===== src/rtl/acc_multicycle_cpu.sv =====
// rtl/acc_multicycle_cpu.sv - multi-cycle 8-bit accumulator-style CPU core with byte-wide fetch
// Optional HALT opcode enabled by defining CPU_HALT_EN; otherwise opcode F is a NOP.
module acc_multicycle_cpu #(
    parameter int DW   = 8,
    parameter int NREG = 4
) (
    input  logic          clk,
    input  logic          rst,
    output logic [DW-1:0] mem_addr,
    input  logic [DW-1:0] mem_rdata,
    output logic [DW-1:0] mem_wdata,
    output logic          mem_rd,
    output logic          mem_wr,
    output logic [DW-1:0] pc,
    output logic [2:0]    flags,
    output logic          halted,
    input  logic [1:0]    dbg_sel,
    output logic [DW-1:0] dbg_reg
);

    typedef enum logic [2:0] {
        S_F1, S_F2, S_DEC, S_EXE, S_MEM, S_WB, S_HALT
    } state_t;

    state_t          state, state_nx;
    logic [DW-1:0]   regs [NREG];
    logic [2*DW-1:0] ir;
    logic [DW-1:0]   a, b, res;
    logic [2:0]      res_flags;
    logic [DW:0]     alu;
    logic            jump_taken;

    logic [3:0]    op;
    logic [1:0]    rd, rs;
    logic [DW-1:0] imm;

    assign op  = ir[2*DW-1 -: 4];
    assign rd  = ir[2*DW-5 -: 2];
    assign rs  = ir[2*DW-7 -: 2];
    assign imm = ir[DW-1:0];

    assign dbg_reg = regs[dbg_sel];

    // flags = {C,Z,N}; jumps test the committed flags
    always_comb begin
        jump_taken = 1'b0;
        case (op)
            4'hA:    jump_taken = 1'b1;
            4'hB:    jump_taken = flags[1];
            4'hC:    jump_taken = flags[2];
            4'hD:    jump_taken = flags[0];
            default: jump_taken = 1'b0;
        endcase
    end

    // ADDI's immediate is latched into b at DEC, so it shares the ADD path
    always_comb begin
        alu = '0;
        case (op[2:0])
            3'd0, 3'd6: alu = {1'b0, a} + {1'b0, b};
            3'd1:       alu = {1'b0, a} - {1'b0, b};
            3'd2:       alu = {1'b0, a & b};
            3'd3:       alu = {1'b0, a | b};
            3'd4:       alu = {1'b0, a ^ b};
            3'd5:       alu = {1'b0, ~b};
            default:    alu = {1'b0, b};
        endcase
    end

    always_comb begin
        state_nx  = state;
        mem_addr  = pc;
        mem_rd    = 1'b0;
        mem_wr    = 1'b0;
        mem_wdata = '0;
        case (state)
            S_F1: begin
                mem_rd   = rst;
                state_nx = S_F2;
            end
            S_F2: begin
                mem_rd   = rst;
                state_nx = S_DEC;
            end
            S_DEC: begin
                if (op <= 4'h7)
                    state_nx = S_EXE;
                else if (op == 4'h8 || op == 4'h9)
                    state_nx = S_MEM;
`ifdef CPU_HALT_EN
                else if (op == 4'hF)
                    state_nx = S_HALT;
`endif
                else
                    state_nx = S_F1;
            end
            S_EXE: state_nx = S_WB;
            S_MEM: begin
                mem_addr = imm;
                if (op == 4'h8) begin
                    mem_rd   = rst;
                    state_nx = S_WB;
                end else begin
                    mem_wr    = rst;
                    mem_wdata = rst ? a : '0;
                    state_nx  = S_F1;
                end
            end
            S_WB:    state_nx = S_F1;
            S_HALT:  state_nx = S_HALT;
            default: state_nx = S_F1;
        endcase
    end

`ifdef CPU_HALT_EN
    assign halted = (state == S_HALT);
`else
    assign halted = 1'b0;
`endif

    always_ff @(posedge clk) begin
        if (!rst) begin
            state     <= S_F1;
            pc        <= '0;
            ir        <= '0;
            a         <= '0;
            b         <= '0;
            res       <= '0;
            res_flags <= '0;
            flags     <= '0;
            for (int i = 0; i < NREG; i++) regs[i] <= '0;
        end else begin
            state <= state_nx;
            case (state)
                S_F1: begin
                    ir[2*DW-1:DW] <= mem_rdata;
                    pc            <= pc + 1'b1;
                end
                S_F2: begin
                    ir[DW-1:0] <= mem_rdata;
                    pc         <= pc + 1'b1;
                end
                S_DEC: begin
                    a <= regs[rd];
                    b <= (op == 4'h6) ? imm : regs[rs];
                    if (jump_taken) pc <= imm;
                end
                S_EXE: begin
                    res       <= alu[DW-1:0];
                    res_flags <= {alu[DW], alu[DW-1:0] == '0, alu[DW-1]};
                end
                S_MEM: begin
                    if (op == 4'h8) res <= mem_rdata;
                end
                S_WB: begin
                    regs[rd] <= res;
                    if (op <= 4'h6) flags <= res_flags;
                end
                default: ;
            endcase
        end
    end

endmodule


===== config.mk =====
export PLATFORM = sky130hd
export DESIGN_NAME = acc_multicycle_cpu
export DESIGN_NICKNAME = d
export VERILOG_FILES = /design/src/rtl/acc_multicycle_cpu.sv
export SDC_FILE = /design/constraint.sdc
export NUM_CORES = 1
export LEC_CHECK = 0
export ABC_AREA = 0
export CORE_MARGIN = 3
export CORE_UTILIZATION = 59
export CTS_CLUSTER_DIAMETER = 30
export DETAILED_ROUTE_END_ITERATION = 6
export GPL_ROUTABILITY_DRIVEN = 0
export GPL_TIMING_DRIVEN = 0
export PLACE_DENSITY = 0.82
export SYNTH_ARGS = -nofsm -noshare
export SYNTH_HDL_FRONTEND = slang
export SYNTH_SLANG_ARGS = --single-unit

===== constraint.sdc =====
create_clock -name clk -period 3.4 [get_ports clk]
set_input_delay 0.68 -clock clk [delete_from_list [all_inputs] [get_ports clk]]
set_output_delay 0.68 -clock clk [all_outputs]
set_load 0.01 [all_outputs]

==> flow_summary.yaml <==
worst_hold_path:
  hold_path_end: "res_flags[2]"
  holdCritPathClass: "register to register"
  holdCritStartpoint: "res_flags[2]"
  hold_depth: 2
clock_tree:
  cts_root_buffer: "clkbuf_8"
  cts-buffers-inserted: 9
  ctsHtreeMaxLevel: 3
  ctsHoldBuffers: 0
  cts_buffer_depth: 2
  clock_sinks: 91
  clk_latency_ps: 360
  clkTransAtPathRegs_ps: 100
  cts_tree: "done"
floorplan:
  die_x_um: 106
  coreArea_um2: 9460
  io_pins: 50
  rows: 35
  fp.dieH_um: 106
  start_util: 0.623
  dieArea_um2: 11200
critical_path:
  r2r_slack_ps: 60
  slowest_delay_ps: 350
  path_delay_family: "compound AO/OA/AOI/OAI gates"
  reg2reg_to: "res[7]"
  crit_chain: "buf_6, buf_4, buf_6, nor3_2, a31oi_1, xnor2_1, ha_1, buf_2, a21oi_1, o21ai_0, o21ai_1, mux2i_1, nand3_1, a32o_1"
  critical_path_class: "register to register"
  slowest_stage: "mux2i_1"
  r2r_start: "ir[14]"
  path_max_fanout: 10
  path_buf_inv: 4
  crit_top_cell: "buf_6"
  worstPathArrival_ps: 3600
  crit_path_end_kind: "register"
  rr_worst_depth: 14
  cp-start-kind: "register"
  cp.required_ps: 3660
sta:
  hold_viol: 0
  maxSlewHeadroom: 0.291
  fmax_mhz: 300
  hold_slack_ps: 485
  slew_viol_final: 0
  tightest_slew_ps: 1060
  setup_tns_ps: 0
  finalCritPeriodShare: 0.982
  rsz0062_at_grt: "yes"
  finClkSkew_ps: 17.8
  setup_viol: 0
  fin_crit_ps: 3340
detailed_routing:
  dr.pass1.iters: 5
  viasPerCell: 6.28
  vias: 5125
  wirelength_um: 16400
  ant_nets: 0
  post-route-drc-count: 0
  drtIter0Drc: 410
  wire_per_inst_um: 20.1
synthesis:
  syn_nets: 664
  ys_types: 67
  avgSynthCellArea_um2: 9.43
  syn_inst: 625
  async_reset_ff_frac: 0
  netlist_area_um2: 5900
  synth_edf_count: 32
  synth_ff_type: "dfxtp_1"
  ys_seq_area_frac: 0.363
  ys_ff_latch: 91
  ys_warn_count: 0
global_routing:
  grt_antenna_before_repair: 0
  busiest_layer: "met2"
  grt_pass1_vias: 5019
  grt_use_met3: 0.0504
  grtUsageMet2: 0.499
  grt_usage: 0.300
  gr-usage-met1: 0.385
  grt_pass1_wl_um: 26300
  grt_max_degree: 16
  overflow: 0
power:
  p_leak_uw: 0.00252
  p_int_uw: 2010
  power_density_nw_per_um2: 485
  p_sw_uw: 1250
  ir_worst_vdd_v: 0.000300
  pwr-share-comb: 0.402
  clkPwrFrac: 0.203
  power_uw: 3260
  switching_share: 0.385
  p_seq_frac: 0.395
cells_and_area:
  fillers: 734
  nNetsFinal: 721
  antenna_cells: 0
  finalNonFillerCells: 816
  syn2layout_area_growth_pct: 13.8
  utilization: 0.710
  layout-drive-gt1-share: 0.125
job:
  drv_cap: 0
placed_design:
  port_buffers: 46
  hpwl_um: 12300
  dp.cells: 800
status:
  status: "complete, no violations"
==> cell families (layout without fill, tap and decap cells) <==
logic type,count (synthesis),after routing,synth area share
fa+ha+maj,27,27,0.0586
buf+inv,68,130,0.0573
mux,51,51,0.138
simple gates,247,247,0.213
other cells,1,1,0.000636
xor+xnor,11,11,0.0163
flops,91,91,0.363
compound gates,129,129,0.154
==> stage by stage <==
step | setup slack (ps) | cell area [um2]
4_1_cts | 12.6 | 6690
2_1_floorplan | 579 | 5900
3_5_place_dp | -122 | 6520
5_1_grt | -49.1 | 6710
3_3_place_gp | 1.99 | 6520
6_report | 61.2 | 6710
==> synthesized netlist by cell type, drive strengths merged (16+ instances only) <==
master	instances	area (um2)
o21ai	26	130
inv	26	97.6
mux2i	27	270
a21oi	25	125
nand2	73	274
ha	26	325
and2	40	250
buf	26	180
nor2	60	238
mux4	24	541
a21boi	16	120
edfxtp	32	961
dfxtp	59	1180
==> power groups by stage <==
stage / Clock [uW] / Sequential [uW] / Combinational, uW
after floorplan: 0 / 1280 / 895
after global placement: 0 / 1300 / 1200
after detailed placement: 0 / 1310 / 1250
after CTS: 662 / 1280 / 1250
after global routing: 710 / 1300 / 1410
final: 663 / 1290 / 1310
==> cells in the final DEF (no fill, tap or decap), drive strengths merged, types with 5 or more instances in the layout <==
master and instances:
nand2 73, nor2 60, dfxtp 59, clkdlybuf4s50 46, and2 40, edfxtp 32, mux2i 27, inv 27
ha 26, o21ai 26, a21oi 25, clkbuf 25, buf 25, mux4 24, a21boi 16, nand3 15
nor2b 14, a211oi 13, nand2b 12, nor3 9, and3 8, xnor2 7, a211o 7, a31oi 7
a221oi 6, nor3b 5, clkinv 5
==> flip-flops by register name, indices dropped and copies added, names as in the netlist, named ones only <==
name	count
a	8
res	8
regs	32
b	8
pc	8
state	3
res_flags	3
flags	3
ir	16
==> tightest hold or removal path, stage by stage (launching register included) <==
cell	delay (ps)
dfxtp_1	320
nand2_1	60
o22ai_1	60
==> metal layers <==
| layer | vias to the layer above | share of wire |
|---|---|---|
| met5 | - | 0 |
| met4 | 0 | 0.039 |
| met3 | 54 | 0.091 |
| met2 | 281 | 0.48 |
| met1 | 2439 | 0.39 |
| li1 | 2351 | - |
==> repair_timing <==
item                                    in CTS  in global routing
gates resized for setup                      2                  8
buffers inserted                             0                  0
endpoints found under the setup margin       4                 20
hold endpoints to repair                     0                  0
==> worst max-delay path by stage <==
stage	cells after the start	slack, ps	end	from
after floorplan	13	580	res_flags[1]	ir[14]
after global placement	14	2	res[7]	ir[14]
after detailed placement	14	-120	res[7]	ir[14]
after CTS	7	10	mem_addr[1]	state[0]
after global routing	14	-50	res[7]	ir[14]
final	14	60	res[7]	ir[14]
==> final cells by class <==
type	count	area (um2)	area share
multi-input combinational	466	3430	0.512
sequential	91	2140	0.319
timing repair buffer	47	465	0.0694
buffer	40	236	0.0352
tap	129	161	0.0240
clock buffer	9	124	0.0185
inverter	27	105	0.0157
clock inverter	7	42.5	0.00634
(Power assumes the default switching activity.)
